--- src/rtl/seg7_scan_decoder.sv ---
// seg7_scan_decoder
// Receive-side decoder for a 4-digit multiplexed, active-low seven-segment
// display. The pins are synchronised, each scan slot is debounced by a
// stability counter, the glyph is inverse-decoded to a hex nibble and the four
// digits are reassembled into a 16-bit value with a one-cycle frame_valid pulse.
//
// Build option: define SEG7_DP_CAPTURE_EN to synchronise and capture the
// decimal point per digit (dp_bits, 1 = lit). Without it dp is ignored and
// dp_bits reads 4'b0000.
module seg7_scan_decoder #(
    parameter int STABLE_CYCLES  = 4,
    parameter int TIMEOUT_CYCLES = 1024
) (
    input  logic        MCLK,
    input  logic        reset_n,
    input  logic [6:0]  seg,
    input  logic [3:0]  an,
    input  logic        dp,
    output logic [15:0] value,
    output logic        frame_valid,
    output logic [3:0]  digit_seen,
    output logic [3:0]  dp_bits,
    output logic        decode_err
);

    // Counter widths: the stability counter must hold STABLE_CYCLES and the
    // timeout counter must hold TIMEOUT_CYCLES-1.
    localparam int SW = $clog2(STABLE_CYCLES + 1);
    localparam int TW = $clog2(TIMEOUT_CYCLES + 1);
    localparam logic [SW-1:0] STAB_MAX = SW'(STABLE_CYCLES);
    localparam logic [TW-1:0] TMO_LAST = TW'(TIMEOUT_CYCLES - 1);

`ifdef SEG7_DP_CAPTURE_EN
    localparam int PW = 12;
`else
    localparam int PW = 11;
`endif

    typedef enum logic [0:0] {
        IDLE    = 1'b0,
        COLLECT = 1'b1
    } state_t;

    // ------------------------------------------------------------------
    // Input sampling
    // ------------------------------------------------------------------
    logic [PW-1:0] pins_now;

`ifdef SEG7_DP_CAPTURE_EN
    assign pins_now = {an, seg, dp};
`else
    // dp is deliberately left out of the sample so it cannot disturb
    // the stability compare.
    logic unused_dp;
    assign unused_dp = dp;
    assign pins_now  = {an, seg};
`endif

    logic [PW-1:0] sync1_reg;
    logic [PW-1:0] sync2_reg;
    logic [PW-1:0] prev_reg;

    // Two-flop synchroniser plus one delayed copy for the change compare.
    // Reset value is the idle pin level (all inactive = all ones) so the
    // post-reset sample reads as a blank slot rather than every anode lit.
    always_ff @(posedge MCLK or negedge reset_n) begin
        if (!reset_n) begin
            sync1_reg <= '1;
            sync2_reg <= '1;
            prev_reg  <= '1;
        end else begin
            sync1_reg <= pins_now;
            sync2_reg <= sync1_reg;
            prev_reg  <= sync2_reg;
        end
    end

    logic [3:0] smp_an;
    logic [6:0] smp_seg;

    assign smp_an  = sync2_reg[PW-1 -: 4];
    assign smp_seg = sync2_reg[PW-5 -: 7];

`ifdef SEG7_DP_CAPTURE_EN
    logic smp_dp;
    assign smp_dp = sync2_reg[0];
`endif

    // ------------------------------------------------------------------
    // Stability counter and capture event
    // ------------------------------------------------------------------
    logic [SW-1:0] stab_reg;
    logic [SW-1:0] stab_next;
    logic          sample_changed;
    logic          fire;

    // Count consecutive identical samples; fire once when the count first
    // reaches STAB_MAX within a stable period.
    always_comb begin
        sample_changed = (sync2_reg != prev_reg);
        stab_next      = stab_reg;
        if (sample_changed) begin
            stab_next = SW'(1);
        end else if (stab_reg != STAB_MAX) begin
            stab_next = stab_reg + SW'(1);
        end
        fire = (stab_next == STAB_MAX) && (sample_changed || (stab_reg != STAB_MAX));
    end

    // Stability counter register.
    always_ff @(posedge MCLK or negedge reset_n) begin
        if (!reset_n) begin
            stab_reg <= '0;
        end else begin
            stab_reg <= stab_next;
        end
    end

    // ------------------------------------------------------------------
    // Glyph decode and capture classification
    // ------------------------------------------------------------------
    // Exact-match inverse decode of {g..a}; returns {hit, nibble}.
    function automatic logic [4:0] glyph_decode(input logic [6:0] pat);
        logic [4:0] res;
        case (pat)
            7'h40:   res = {1'b1, 4'h0};
            7'h79:   res = {1'b1, 4'h1};
            7'h24:   res = {1'b1, 4'h2};
            7'h30:   res = {1'b1, 4'h3};
            7'h19:   res = {1'b1, 4'h4};
            7'h12:   res = {1'b1, 4'h5};
            7'h02:   res = {1'b1, 4'h6};
            7'h78:   res = {1'b1, 4'h7};
            7'h00:   res = {1'b1, 4'h8};
            7'h10:   res = {1'b1, 4'h9};
            7'h08:   res = {1'b1, 4'hA};
            7'h03:   res = {1'b1, 4'hB};
            7'h46:   res = {1'b1, 4'hC};
            7'h21:   res = {1'b1, 4'hD};
            7'h06:   res = {1'b1, 4'hE};
            7'h0E:   res = {1'b1, 4'hF};
            default: res = 5'b0_0000;
        endcase
        return res;
    endfunction

    logic [4:0] glyph;
    logic       an_blank;
    logic       an_onehot;
    logic [3:0] cap_mask;
    logic       cap_valid;
    logic       cap_bad;

    assign glyph     = glyph_decode(smp_seg);
    assign an_blank  = (smp_an == 4'b1111);
    assign an_onehot = $onehot(~smp_an);
    // The active anode doubles as the digit_seen bit for the slot.
    assign cap_mask  = ~smp_an;
    assign cap_valid = fire && an_onehot && glyph[4];
    // Several anodes low, or one anode with an unknown glyph.
    assign cap_bad   = fire && !an_blank && !(an_onehot && glyph[4]);

    // ------------------------------------------------------------------
    // Shadow slots: latest valid capture per digit
    // ------------------------------------------------------------------
    logic [15:0] shadow_value;
`ifdef SEG7_DP_CAPTURE_EN
    logic [3:0]  shadow_dp;
`endif

    genvar gi;
    generate
        for (gi = 0; gi < 4; gi++) begin : g_slot
            logic [3:0] nib_reg;

            // Latest capture for this digit wins until the frame is published.
            always_ff @(posedge MCLK or negedge reset_n) begin
                if (!reset_n) begin
                    nib_reg <= '0;
                end else if (cap_valid && cap_mask[gi]) begin
                    nib_reg <= glyph[3:0];
                end
            end

            assign shadow_value[4*gi +: 4] = nib_reg;

`ifdef SEG7_DP_CAPTURE_EN
            logic lit_reg;

            // Decimal point of the same capture, stored as 1 = lit.
            always_ff @(posedge MCLK or negedge reset_n) begin
                if (!reset_n) begin
                    lit_reg <= 1'b0;
                end else if (cap_valid && cap_mask[gi]) begin
                    lit_reg <= ~smp_dp;
                end
            end

            assign shadow_dp[gi] = lit_reg;
`endif
        end
    endgenerate

    // ------------------------------------------------------------------
    // Frame FSM with registered outputs
    // ------------------------------------------------------------------
    state_t        state_reg;
    logic [TW-1:0] tmo_reg;
    logic [3:0]    digit_seen_reg;
    logic [15:0]   value_reg;
    logic          frame_valid_reg;
    logic          decode_err_reg;
`ifdef SEG7_DP_CAPTURE_EN
    logic [3:0]    dp_bits_reg;
`endif

    // Collect digits into a frame, publish once all four are seen, and drop
    // a partial frame after TIMEOUT_CYCLES without a valid capture.
    always_ff @(posedge MCLK or negedge reset_n) begin
        if (!reset_n) begin
            state_reg       <= IDLE;
            tmo_reg         <= '0;
            digit_seen_reg  <= '0;
            value_reg       <= '0;
            frame_valid_reg <= 1'b0;
            decode_err_reg  <= 1'b0;
`ifdef SEG7_DP_CAPTURE_EN
            dp_bits_reg     <= '0;
`endif
        end else begin
            frame_valid_reg <= 1'b0;
            if (cap_bad) begin
                decode_err_reg <= 1'b1;
            end

            case (state_reg)
                IDLE: begin
                    tmo_reg <= '0;
                    if (cap_valid) begin
                        digit_seen_reg <= cap_mask;
                        state_reg      <= COLLECT;
                    end
                end

                COLLECT: begin
                    if (digit_seen_reg == 4'b1111) begin
                        // All four digits present: publish the shadow frame.
                        value_reg       <= shadow_value;
`ifdef SEG7_DP_CAPTURE_EN
                        dp_bits_reg     <= shadow_dp;
`endif
                        frame_valid_reg <= 1'b1;
                        digit_seen_reg  <= '0;
                        tmo_reg         <= '0;
                        state_reg       <= IDLE;
                    end else if (cap_valid) begin
                        // A capture always beats a coincident timeout.
                        digit_seen_reg <= digit_seen_reg | cap_mask;
                        tmo_reg        <= '0;
                    end else if (tmo_reg == TMO_LAST) begin
                        // Stale partial frame: discard, keep last value.
                        digit_seen_reg <= '0;
                        tmo_reg        <= '0;
                        state_reg      <= IDLE;
                    end else begin
                        tmo_reg <= tmo_reg + TW'(1);
                    end
                end

                default: begin
                    state_reg <= IDLE;
                end
            endcase
        end
    end

    assign value       = value_reg;
    assign frame_valid = frame_valid_reg;
    assign digit_seen  = digit_seen_reg;
    assign decode_err  = decode_err_reg;
`ifdef SEG7_DP_CAPTURE_EN
    assign dp_bits     = dp_bits_reg;
`else
    assign dp_bits     = 4'b0000;
`endif

endmodule

--- config.mk ---
export PLATFORM = sky130hd
export DESIGN_NAME = seg7_scan_decoder
export DESIGN_NICKNAME = d
export VERILOG_FILES = /design/src/rtl/seg7_scan_decoder.sv
export SDC_FILE = /design/constraint.sdc
export NUM_CORES = 1
export LEC_CHECK = 0
export CORE_MARGIN = 2
export CORE_UTILIZATION = 50
export CTS_CLUSTER_SIZE = 30
export DETAILED_ROUTE_END_ITERATION = 10
export PLACE_DENSITY_LB_ADDON = 0.1
export SLEW_MARGIN = 20
export SYNTH_ARGS = -nofsm -noshare
export SYNTH_HDL_FRONTEND = slang
export SYNTH_SLANG_ARGS = --single-unit
--- constraint.sdc ---
create_clock -name MCLK -period 3.1 [get_ports MCLK]
set_clock_uncertainty 0.05 [all_clocks]
set_input_delay 0.465 -clock MCLK [delete_from_list [all_inputs] [get_ports MCLK]]
set_output_delay 0.465 -clock MCLK [all_outputs]
set_load 0.03 [all_outputs]
-- Yosys cells after proc, flatten, opt, wreduce, memory -nomap -nowiden
Index checks and enable logic that the tools add are counted.
- add/subtract/negate cells: 5
- reduce and logical (&&, ||, !) cells: 16
- equality and inequality tests: 24
- $mul: 0
- mux-type cells: 19
- divide/modulo/power cells: 0
- order comparisons: 0
- bitwise operators: 3
- shift-type cells: 0
- operators by type and width (operator ; count):
    5-bit case mux with 16 select lines ; 1
    11-bit two-way mux ; 3
    7-bit == test, second input constant ; 4
    11-bit case mux with 2 select lines ; 1
    7-bit by 5-bit == test with 1-bit output, second input constant ; 3
    7-bit by 6-bit == test with 1-bit output, second input constant ; 3
    4-bit two-way mux ; 4
    7-bit by 2-bit == test with 1-bit output, second input constant ; 2
    7-bit by 4-bit == test with 1-bit output, second input constant ; 2
    11-bit by 1-bit adder with 11-bit output, second input constant ; 1
    11-bit by 10-bit == test with 1-bit output, second input constant ; 1
    11-bit != test ; 1
    1-bit logical AND ; 10
    4-bit == test, second input constant ; 2
    4-bit case mux with 2 select lines ; 1
    7-bit by 3-bit == test with 1-bit output, second input constant ; 1
    7-bit zero test ; 1
    1-bit two-way mux ; 6
    3-bit two-way mux ; 2
    1-bit by 1-bit adder with 2-bit output ; 2
    4-bit by 2-bit != test with 1-bit output, second input constant ; 1
    4-bit NOT ; 1
    4-bit bitwise OR ; 1
    2-bit AND reduction ; 2
    other kinds (10) ; 11
- bits in writable memories: 0
- bits in read-only memories: 0
- logic and storage cells: 81
- bits in latches: 0
- memories kept: 0
- register bits: 86

-- Depth between registers and ports, before layout
Gate-level depths: netlist of the first run.
- depth in word-level cells: 10
- gate-level depth with buffers: 9

-- Worst setup path after synthesis of the first run
OpenSTA, ideal clock, no wires.
- kind: register to register
- start: register sync2_reg[8]
- end: register digit_seen_reg[2] (netlist: digit_seen[2])
- path buffers: 1
- data arrival time: 2239 ps
- cell stages (with the launch flop): 10
- setup slack: 683 ps
- path through: dfstp_2 fa_1 inv_1 ha_1 ha_1 nor3b_1 o211ai_2 buf_6 o311ai_2 nand2_1
- word-level cells in the longest chain between the ends: 9
- RTL lines (item ; RTL line ; text):
    from (decl) ; 60 ; logic [PW-1:0] sync2_reg;
    from (signal assigned) ; 73 ; sync2_reg <= sync1_reg;
    4-bit NOT or 11-bit != test (tied branches) ; 156, 100 ;
    1-bit by 1-bit adder with 2-bit output (implied by the code) or 3-bit two-way mux (tied branches) ; 156, 102 ;
    2-bit by 2-bit adder with 3-bit output (implied by the code) or 3-bit == test (tied branches) ; 156, 107 ;
    3-bit by 1-bit == test with 1-bit output or 1-bit logical AND (tied branches) ; 156, 107 ;
    1-bit logical AND (*) (2 in series) ; 159 ; assign cap_valid = fire && an_onehot && glyph[4];
    4-bit two-way mux ; 256 ; end else if (cap_valid) begin
    4-bit two-way mux ; 246 ; if (digit_seen_reg == 4'b1111) begin
    4-bit case mux with 2 select lines ; 236 ; case (state_reg)
    to (signal assigned) ; 240 ; digit_seen_reg <= cap_mask;
    to (signal assigned) ; 258 ; digit_seen_reg <= digit_seen_reg | cap_mask;
    to (decl) ; 209 ; logic [3:0] digit_seen_reg;
Every way passes the cells marked *; elsewhere a longest branch is shown, timed or not.
A chain may end at the register's enable or synchronous reset.

-- Worst setup path in the final report of the first run
- start: register sync2_reg[7]
- end: register tmo_reg[4]
- word-level cells in the longest chain between the ends: 9
- RTL lines (item ; RTL line ; text):
    4-bit NOT or 11-bit != test (tied branches) ; 156, 100 ;
    1-bit by 1-bit adder with 2-bit output (implied by the code) or 3-bit two-way mux (tied branches) ; 156, 102 ;
    2-bit by 2-bit adder with 3-bit output (implied by the code) or 3-bit == test (tied branches) ; 156, 107 ;
    3-bit by 1-bit == test with 1-bit output or 1-bit logical AND (tied branches) ; 156, 107 ;
    1-bit logical AND (*) (2 in series) ; 159 ;
    11-bit two-way mux (*) ; 256 ;
    11-bit two-way mux (*) ; 246 ;
    11-bit case mux with 2 select lines (*) ; 236 ;
    to (signal assigned) ; 266 ; tmo_reg <= tmo_reg + TW'(1);
    to (decl) ; 208 ; logic [TW-1:0] tmo_reg;
Marks and branches as above.

==> results of run 1 <==
## synth_stat cells, types with 4 or more instances
cell / n
a211o_1: 5
ha_1: 6
nand4_1: 7
buf_4: 4
o21ai_0: 23
a21oi_1: 5
buf_2: 8
nand2_1: 66
xor2_1: 7
o31ai_1: 16
clkbuf_1: 10
nor2_1: 18
dfrtp_1: 53
nand3_1: 9
dfstp_2: 33
inv_1: 11
xnor2_1: 15
## kinds of logic after synthesis
kind of cell,Yosys count,synth area share [%]
simple gates,128,16.7
flops,86,58.9
xor+xnor,22,5.17
fa+ha+maj,7,2.55
compound gates,65,12.3
buf+inv,34,4.30
other cells,1,0.101
## final timing paths
path,end,slack (ps),depth (start not counted)
min,value[6]$_DFFE_PN0P_,60,1
min in group MCLK,sync2_reg[1]$_DFF_PN1_,310,0
max reg2reg,tmo_reg[4]$_DFF_PN0_,400,9
min reg2reg,sync2_reg[1]$_DFF_PN1_,310,0
max in group asynchronous,value[15]$_DFFE_PN0P_,2360,1
max,tmo_reg[4]$_DFF_PN0_,400,9
## power groups by stage
stage                     registers (mW)  clock network, mW  logic (mW)
after floorplan                     1.19                  0      0.0725
after global placement              1.21                  0       0.106
after detailed placement            1.21                  0       0.109
after CTS                           1.19              0.803       0.109
after global routing                1.19              0.854       0.121
final                               1.19              0.777       0.107
## layout make-up
| class | instances | area (um2) | area share (%) |
|---|---|---|---|
| clock inverters | 2 | 11.3 | 0.260 |
| clock buffers | 14 | 195 | 4.50 |
| inverters | 11 | 41.3 | 0.952 |
| well taps | 99 | 124 | 2.86 |
| multi-input cells | 226 | 1380 | 31.9 |
| flip-flops and latches | 86 | 2190 | 50.6 |
| repair buffers | 40 | 387 | 8.92 |
## worst max-delay path, stage by stage (launching register included)
cell      delay (ps)
dfstp_2          380
fa_1             520
inv_1             40
ha_1             170
ha_1             260
nor3b_1          300
o211ai_2         130
buf_4            270
nand4b_1         350
nor2_1            90
## through the flow
stage	hold WS [ps]	area [um2]	util, %	setup slack, ps
after floorplan	119	3740	-	683
after global placement	296	4130	56.9	438
after detailed placement	297	4130	56.9	402
after CTS	286	4330	59.7	388
after global routing	152	4340	59.8	179
final	61.7	4340	59.8	400
## metal layers
layer | wire length (um) | track usage (%) | part of all wire (%)
met1 | 3190 | 23.0 | 49
met2 | 3020 | 26.4 | 47
met3 | 227 | 5.26 | 3.5
met4 | 50 | 3.85 | 0.77
met5 | 0 | 0 | 0
==> impl_results.md, run 1 <==
* Status: complete, no violations
* Die area at 8160 um2
* Placed cells at 462
* Final number of hold-violating endpoints at 0
* Worst skew pair latency at 340 ps
* Seq/Total Area, Yosys at 58.9%
* Final Net Count at 395
* Psw at 0.456 mW
* Post-layout instance count excluding filler cells at 478
* Via-to-Cell Ratio at 5.28
* Slew @ Worst Pin at 763 ps
* Top_reg_cell synth: dfrtp_1
* Fin. max-slew vios at 0
* Worst R2R Start: sync2_reg[7]$_DFF_PN1_
* Worst IR Drop VDD at 0.255 mV
* Comb power frac at 5.2%
* Post-CTS setup buffers at 0
* Leading cell type in the layout, fill and taps excluded: nand2_1
* Vias at 2,523
* DRC viols at 0
* Area Overhead vs Synth at 16.4%
* ANT cells at 0
* Port-buffer cells at 34
* Sw Ratio at 22.0%
* Largest area contributor in the netlist: dfrtp_1
* Layout cells sized above 1 at 15.6%
* DRT antenna net count at 0
* Yosys warnings at 0
* Resize count post-CTS at 0
* Number of global-route vias before repair at 2,325
* Pleak at 1.89 nW
* Root buffer cell: clkbuf_8
* Synth Cell Area at 3730 um2
* RSZ-0062 raised after global routing: no
* Netlist cell types at 50
* Synth Instances at 343
* Max-slew headroom at 49.2%
* CTS tree: built
* Clk sinks at 86
* Average size of a mapped cell at 10.9 um2
* Initial antenna violation count at 0
* Routability cong. at 0.748
* Largest net degree at the start of global routing at 87
* Max-Cap Viols at 0
* Row cnt at 31
* CTS buffer count at 9
* Core ar. at 7250 um2
* Setup TNS at 0 ps
* Synth area leaders: dfrtp_1 (36%), dfstp_2 (23%), nand2_1 (6.6%)
* P_int at 1.62 mW
* Number of synthesized flops with an enable pin at 0
* Total power at 2.07 mW
* Sequential power share at 57.3%
* Hold Path Class: in2async
* Maximum clock frequency at 370 MHz
* Worst Setup SP: sync2_reg[7]$_DFF_PN1_
* Initial Util at 51.4%
* Die Ht at 90.3 um
* Clock-pin slew on the worst setup and hold paths at 80 ps
* First-pass GRT wire length at 11,000 um
* Setup crit end kind: register
* GRT Residual Overflow at 0
* Final min period at 2700 ps
* Total GRT Usage at 16.8%
* H-Tree Depth at 3
* DP HPWL at 4220 um
* IO Pins at 40
* Bufs on Longest Clock Path at 2
* DRT Pass-1 Iters at 5
* Post-synth top area share at 35.6%
* Wirelength, routed at 6490 um
* Routed wire per std cell at 13.6 um
* Period utilisation layout at 87.1%
* Iteration-0 DRC Markers at 179
* CP arrival at 2870 ps
* # setup viols final at 0
* Crit Path Max Fanout at 43
* Filler instances at 625
* Critical setup path kind: reg2reg
* Most frequent cells in the layout: nand2_1 (66), dfrtp_1 (53), clkdlybuf4s50_1 (33), dfstp_2 (33), o21ai_0 (23)
* Worst Path Required at 3270 ps
* Critical Path Source Type: register
* Clk network pwr share at 37.5%
* Register bit total from synthesis at 86
* Die Width at 90.3 um
* PwrDens at 478 nW/um2
* Synth async-reset ratio at 100%
* Hold_buf cts at 0
Power figures use the tool's default switching activity.
==> run 2, diff against run 1 <==
Settings changed: CORE_MARGIN 2 to not set, SKIP_LAST_GASP set to 1.
==> impl_results.md, run 2 (synthesis results as in run 1) <==
* Fin worst setup slack at 315 ps (was 400 ps)
* Setup crit end kind: register (unchanged)
* Design Area, Final at 4330 um2 (was 4340 um2)
* Critical Path Source Type: register (unchanged)
* CTS tree: built (unchanged)
* Status: complete, no violations (unchanged)
* # setup viols final at 0 (unchanged)
* Final Net Count at 395 (unchanged)
* GRT Residual Overflow at 0 (unchanged)
* Worst skew pair latency at 340 ps (about the same)
* CTS buffer count at 9 (unchanged)
* Sequential power share at 56.6% (was 57.3%)
* PwrDens at 485 nW/um2 (was 478 nW/um2)
* Area Overhead vs Synth at 16.3% (was 16.4%)
* Port-buffer cells at 34 (unchanged)
* Vias at 2,531 (was 2,523)
* Initial Util at 51.6% (was 51.4%)
* DRC viols at 0 (unchanged)
* Most frequent cells in the layout: nand2_1 (66), dfrtp_1 (53), clkdlybuf4s50_1 (33), dfstp_2 (33), o21ai_0 (23) (unchanged)
* Final number of hold-violating endpoints at 0 (unchanged)
* Total GRT Usage at 19.7% (was 16.8%)
* Pleak at 1.89 nW (about the same)
* Reg2reg end: g_slot[0].nib_reg[3]$_DFFE_PN0P_ (was tmo_reg[4]$_DFF_PN0_)
* IO Pins at 40 (unchanged)
* ANT cells at 0 (unchanged)
* Largest net degree at the start of global routing at 87 (unchanged)
* Die Width at 88.3 um (was 90.3 um)
* Routed wire per std cell at 14.0 um (was 13.6 um)
* Initial antenna violation count at 0 (unchanged)
* Worst R2R Start: sync2_reg[7]$_DFF_PN1_ (unchanged)
* Period utilisation layout at 89.8% (was 87.1%)
* Maximum clock frequency at 359 MHz (was 370 MHz)
* Slew @ Worst Pin at 758 ps (was 763 ps)
* Layout cells sized above 1 at 16.1% (was 15.6%)
* DRT Pass-1 Iters at 4 (was 5)
* Cells on worst reg2reg path at 9 (unchanged)
* Bufs on Longest Clock Path at 2 (unchanged)
* Resize count post-CTS at 0 (unchanged)
* Max-Cap Viols at 0 (unchanged)
* Row cnt at 31 (unchanged)
* Clk sinks at 86 (unchanged)
* Setup TNS at 0 ps (unchanged)
* Worst Path Required at 3270 ps (about the same)
* Psw at 0.495 mW (was 0.456 mW)
* Post-CTS setup buffers at 0 (unchanged)
* Hold_buf cts at 0 (unchanged)
* Final min period at 2790 ps (was 2700 ps)
* Critical setup path kind: reg2reg (unchanged)
* Fin. max-slew vios at 0 (unchanged)
* DRT antenna net count at 0 (unchanged)
* Via-to-Cell Ratio at 5.29 (was 5.28)
* Die Ht at 88.3 um (was 90.3 um)
* Number of global-route vias before repair at 2,382 (was 2,325)
* RSZ-0062 raised after global routing: no (unchanged)
* Area after DPL at 4130 um2 (unchanged)
* Root buffer cell: clkbuf_8 (unchanged)
* CP arrival at 2950 ps (was 2870 ps)
* Comb power frac at 5.1% (was 5.2%)
* Leading cell type in the layout, fill and taps excluded: nand2_1 (unchanged)
* Worst IR Drop VDD at 0.295 mV (was 0.255 mV)
* Routability cong. at 0.723 (was 0.748)
* First-pass GRT wire length at 11,600 um (was 11,000 um)
* Post-place setup slack at 321 ps (was 402 ps)
* Clock-pin slew on the worst setup and hold paths at 90 ps (was 80 ps)
* Core ar. at 7210 um2 (was 7250 um2)
* Iteration-0 DRC Markers at 157 (was 179)
* H-Tree Depth at 3 (unchanged)
* Clk network pwr share at 38.2% (was 37.5%)
* Max-slew headroom at 49.4% (was 49.2%)
* Hold Path Class: in2async (unchanged)
* Wirelength, routed at 6720 um (was 6490 um)
* DP HPWL at 4380 um (was 4220 um)
* Sw Ratio at 23.6% (was 22.0%)
* Worst Setup SP: sync2_reg[7]$_DFF_PN1_ (unchanged)
* Die area at 7800 um2 (was 8160 um2)
* Slack of the worst reg-to-reg path at 310 ps (was 400 ps)
* Crit Path Max Fanout at 23 (was 43)
* P_int at 1.60 mW (was 1.62 mW)
-- run 2: cell types whose count changed in the layout (fill, tap and decap cells not counted), sizes merged --
cell,previous run,this run
bufinv,0,1
clkbuf,14,10
clkinvlp,0,1
inv,12,14
-- run 2: worst max-delay path, cell delays in order (launching register included) --
cell      delay (ps)
dfstp_2          390
fa_1             530
inv_1             40
ha_1             170
ha_1             270
nor3b_1          280
o211ai_2         340
buf_4            320
o21ai_0          180
o31ai_1           90
-- run 2: cell type report --
class / instances / area (um2)
inverters: 11 / 41.3
clock inverters: 6 / 67.6
flip-flops and latches: 86 / 2190
repair buffers: 40 / 387
well taps: 99 / 124
clock buffers: 10 / 138
multi-input cells: 226 / 1380
fillers: 641 / 2880
-- run 2: power by group through the flow --
stage          Sequential, mW  Clock [mW]  Combinational, mW
6_report                 1.19       0.803              0.108
5_1_grt                  1.19       0.878              0.125
4_1_cts                  1.19       0.831              0.109
3_5_place_dp             1.21           0              0.109
3_3_place_gp             1.21           0              0.107
2_1_floorplan            1.19           0             0.0725
-- run 2: worst max path at each step --
stage | end | slack (ps)
after CTS | g_slot[0].nib_reg[3]$_DFFE_PN0P_ | 320
after global placement | g_slot[3].nib_reg[3]$_DFFE_PN0P_ | 370
after floorplan | digit_seen[2]$_DFFE_PN0P_ | 680
final | g_slot[0].nib_reg[3]$_DFFE_PN0P_ | 310
after global routing | g_slot[3].nib_reg[1]$_DFFE_PN0P_ | 30
after detailed placement | g_slot[0].nib_reg[3]$_DFFE_PN0P_ | 320
-- run 2: stage by stage --
stage                     power [mW]  utilization (%)  instances  hold WS [ps]
after global routing            2.20             60.1        478           154
after CTS                       2.13             60.0        478           283
after global placement          1.31             57.2        462           295
after floorplan                 1.27                -        346           119
final                           2.10             60.1        478          93.2
after detailed placement        1.32             57.2        462           298
-- run 2: per-layer routing --
metal  global-route usage [%]  vias to the layer above  share of wire, %
li1                         -                     1232                 -
met1                     27.1                     1244                49
met2                     30.8                       53                47
met3                     5.32                        2               3.4
met4                     5.57                        0              0.52
met5                        0                        -                 0
==> variant 1: new RTL, flow settings as in run 2 <==
Build with the macro `SEG7_DP_CAPTURE_EN` defined.
--- a/src/rtl/seg7_scan_decoder.sv
+++ b/src/rtl/seg7_scan_decoder.sv
@@ -7,6 +7,8 @@
 // Build option: define SEG7_DP_CAPTURE_EN to synchronise and capture the
 // decimal point per digit (dp_bits, 1 = lit). Without it dp is ignored and
 // dp_bits reads 4'b0000.
+`define SEG7_DP_CAPTURE_EN
+
 module seg7_scan_decoder #(
     parameter int STABLE_CYCLES  = 4,
     parameter int TIMEOUT_CYCLES = 1024
Formal check against the unedited RTL: not equivalent (a bounded check fails within 10 cycles, from zero or initial values and one cycle with reset_n low).
==> variant 1 against run 2 <==
  * Cell count is 9.0% higher
  * Sequential cell count is 11 higher
  * Global-route usage is 0.13 points lower
  * First-iteration DRC count is 13% lower
  * Routed wire length is 8.0% higher
  * Core utilization is 1.8 points higher
  * Total power is 19% higher
  * Critical path depth stayed put
  * Area after synthesis is 7.9% higher
  * Die area is 7.7% higher
  * Worst setup slack worse by 0.12 ns
  * Cell area is 11% higher
  * Via count is 6.1% higher
  * Critical path type unchanged
  * Largest cell class unchanged
==> variant 1: results (changes against run 2) <==
* Met3 Usage GRT at 0.03566 (was 0.05317)
* Vias in the first global route at 2602 (was 2382)
* Pleak at 2.122 nW (was 1.890 nW)
* Fillers at 634 (was 641)
* Syn_nets at ~400
* Top post-synthesis cells by count: nand2_1 (76), dfrtp_1 (61), o21ai_0 (43), dfstp_2 (36), nor2_1 (22) (was nand2_1 (66), dfrtp_1 (53), dfstp_2 (33), o21ai_0 (23), nor2_1 (18))
* Final #Nets at 435 (was 395)
* Net Sw Power at 0.5001 mW (was 0.4951 mW)
* DRT iter0 DRCs at 137 (was 157)
* Global routing met2 resource utilization at 0.2870 (was 0.3077)
* Synth Area in Adders at 0.02365 (was 0.02552)
* Placed Area at 4534 sq um (was 4125 sq um)
* Largest net degree at the start of global routing at 64 (was 87)
* Share of layout cells above drive strength 1 at 0.1599 (was 0.1609)
* Unique cell type count in the Yosys netlist at 44 (was 50)
* Total GRT Usage at 0.1954 (was 0.1967)
* Vias at 2685 (was 2531)
* HPWL after detailed placement at 4.873 mm (was 4.382 mm)
* Syn avg cell area at 10.81 sq um (was 10.86 sq um)
* Clock latency on the worst-skew pair at 0.36 ns (was 0.34 ns)
* I/O Buffers at 39 (was 34)
* Wire per inst at 13.93 microns (was 14.05 microns)
* Max FO, Critical Path at 18 (was 23)
* VDD IR-drop max at 0.3367 mV (was 0.2947 mV)
* Mux cell area share after synthesis at 0 (unchanged)
* Placer Congestion at 0.7745 (was 0.7226)
* Metal3 WL at 224 microns (was 229 microns)
* Global-route wire length before repair at 12.56 mm (was 11.62 mm)
* Synth area leaders: dfrtp_1 (38%), dfstp_2 (24%), nand2_1 (7.1%) (was dfrtp_1 (36%), dfstp_2 (23%), nand2_1 (6.6%))
* Layout Cells excl Fill at 521 (was 478)
* Worst slew pin tran at 0.8489 ns (was 0.7584 ns)
* CP arrival at 3.14 ns (was 2.95 ns)
* Seq/Total Area, Yosys at 0.6148 (was 0.5887)
* Inst Count DP at 505 (was 462)
* Xor/xnor share of the synthesized area at 0.04792 (was 0.05171)
* Met1 WL at 3.600 mm (was 3.266 mm)
* Compound-Gate Fraction of Synth Area at 0.09085 (was 0.1232)
* Worst slack at placement at 0.1920 ns (was 0.3214 ns)
* GR Util met1 at 0.2752 (was 0.2711)
* Outcome: complete, no violations (unchanged)
* Routed met2 length at 3.201 mm (was 3.183 mm)
variant 1: power by group through the flow:
stage	clock [mW]	sequential [mW]	combinational, mW
global placement	0	1.36	0.103
global route	1.12	1.34	0.116
detailed placement	0	1.36	0.105
floorplan	0	1.34	0.0589
finish	1.05	1.34	0.102
CTS	1.08	1.34	0.105
variant 1: layout make-up:
| cell class | instances | area (sq um) | share of cell area |
|---|---|---|---|
| clock inverter | 5 | 127.6 | 0.02657 |
| inverter | 9 | 33.78 | 0.007033 |
| sequential | 97 | 2472 | 0.5147 |
| timing repair buffer | 49 | 462.9 | 0.09638 |
| multi-input combinational | 248 | 1438 | 0.2993 |
| clock buffer | 11 | 141.4 | 0.02943 |
| tap | 102 | 127.6 | 0.02657 |
variant 1: worst paths after layout:
check                                             from                            end  slack (ns)  depth (start not counted)
worst max register to register  sync2_reg[8]$_DFF_PN1_  g_slot[0].lit_reg$_DFFE_PN0P_        0.19                          9
max in group asynchronous                      reset_n         sync2_reg[0]$_DFF_PN1_        2.07                          2
worst min register to register  sync1_reg[3]$_DFF_PN1_         sync2_reg[3]$_DFF_PN1_        0.31                          0
min in group MCLK               sync1_reg[3]$_DFF_PN1_         sync2_reg[3]$_DFF_PN1_        0.31                          0
worst max-delay path            sync2_reg[8]$_DFF_PN1_  g_slot[0].lit_reg$_DFFE_PN0P_        0.19                          9
worst min-delay path                           reset_n           tmo_reg[0]$_DFF_PN0_        0.11                          1
variant 1: worst max-delay path, stage by stage, from the launching register on:
cell      delay [ns]
dfstp_2         0.38
fa_1            0.52
inv_1           0.04
ha_1            0.17
ha_1            0.27
nor3b_1         0.40
o311ai_4        0.28
buf_4           0.26
or2_1           0.26
o21ai_0         0.19
==> variant 2: new RTL, flow settings as in run 2 <==
Made on the original files. Register the output `digit_seen` once more; this adds one clock of latency there. The other outputs are not delayed to match.
--- a/src/rtl/seg7_scan_decoder.sv
+++ b/src/rtl/seg7_scan_decoder.sv
@@ -276,7 +276,9 @@
 
     assign value       = value_reg;
     assign frame_valid = frame_valid_reg;
-    assign digit_seen  = digit_seen_reg;
+    always_ff @(posedge MCLK) begin
+        digit_seen <= digit_seen_reg;
+    end
     assign decode_err  = decode_err_reg;
 `ifdef SEG7_DP_CAPTURE_EN
     assign dp_bits     = dp_bits_reg;
Check against the original RTL: not equivalent (a bounded check fails within 10 cycles, from zero or initial values and one cycle with reset_n low).
==> variant 2 against run 2 <==
  * Worst setup slack got worse by 0.061 ns
  * Cell area up 3.0%
  * Largest power group unchanged
  * Core utilization increased by 0.50 points
  * Sequential cell count up 4
  * Clock power rose by 9.0%
  * Total power is 5.5% higher
  * Routed wire length fell by 10%
  * Critical path depth unchanged
  * Critical path type unchanged
  * Area after synthesis increased by 3.7%
==> variant 2: results (changes against run 2) <==
* Outcome: complete, no violations (unchanged)
* Compound-Gate Fraction of Synth Area at 0.07575 (was 0.1232)
* Metal3 WL at 192 microns (was 229 microns)
* Synth Area in Adders at 0.02460 (was 0.02552)
* CP Launch Point: sync2_reg[8]$_DFF_PN1_ (was sync2_reg[7]$_DFF_PN1_)
* RR Endpoint: g_slot[1].nib_reg[2]$_DFFE_PN0P_ (was g_slot[0].nib_reg[3]$_DFFE_PN0P_)
* Xor/xnor share of the synthesized area at 0.04759 (was 0.05171)
* Vias at 2276 (was 2531)
* Crit-path max cell delay at 0.64 ns (was 0.53 ns)
* Wire per inst at 13.11 microns (was 14.05 microns)
* Final #Nets at 376 (was 395)
* Global-route wire length before repair at 10.72 mm (was 11.62 mm)
* Mux cell area share after synthesis at 0.04662 (was 0)
* Vias in the first global route at 2230 (was 2382)
* Fin crit share at 0.9182 (was 0.8984)
* Max FO, Critical Path at 6 (was 23)
* Total GRT Usage at 0.1676 (was 0.1967)
* GR Util met1 at 0.2322 (was 0.2711)
* Inst Count DP at 443 (was 462)
* Layout Cells excl Fill at 459 (was 478)
* Placer Congestion at 0.8071 (was 0.7226)
* Synth area leaders: dfrtp_1 (34%), dfstp_2 (22%), nand2_1 (5.9%) (was dfrtp_1 (36%), dfstp_2 (23%), nand2_1 (6.6%))
* Register area at 2273 sq um (was 2193 sq um)
* Top post-synthesis cells by count: nand2_1 (61), dfrtp_1 (53), dfstp_2 (33), nor2_1 (18), mux2_2 (16) (was nand2_1 (66), dfrtp_1 (53), dfstp_2 (33), o21ai_0 (23), nor2_1 (18))
* Hold WS at 0.09230 ns (was 0.09318 ns)
* Unique cell type count in the Yosys netlist at 59 (was 50)
* Syn Inst Count at 320 (was 343)
* HPWL after detailed placement at 4.006 mm (was 4.382 mm)
* DRT iter0 DRCs at 79 (was 157)
* Share of layout cells above drive strength 1 at 0.2583 (was 0.1609)
* Met3 Usage GRT at 0.03299 (was 0.05317)
* Routed met2 length at 2.796 mm (was 3.183 mm)
[variant 2: changes by cell type in the layout (fill, tap and decap cells not counted), moves of 3 or more]
cell	delta
mux2_2	+16
o21ai_2	+3
a221oi_2	+4
a211o_1	-5
o31ai_1	-15
xor2_1	+4
nor2_4	+3
dfxtp_1	+4
o21ai_0	-19
nand2_1	-5
xnor2_1	-5
nand4_1	-5
[variant 2: final cells by class]
type	instances	share of cell area
well taps	99	0.02775
inverters	10	0.008408
multi-input cells	206	0.3209
clock inverters	6	0.01962
flip-flops and latches	90	0.5092
repair buffers	38	0.08324
clock buffers	10	0.03083
[variant 2: power groups by stage]
stage / clock (mW) / combinational, mW / sequential, mW
CTS: 0.906 / 0.103 / 1.24
global placement: 0 / 0.101 / 1.26
floorplan: 0 / 0.0707 / 1.25
global route: 0.955 / 0.116 / 1.24
detailed placement: 0 / 0.103 / 1.26
finish: 0.875 / 0.102 / 1.24
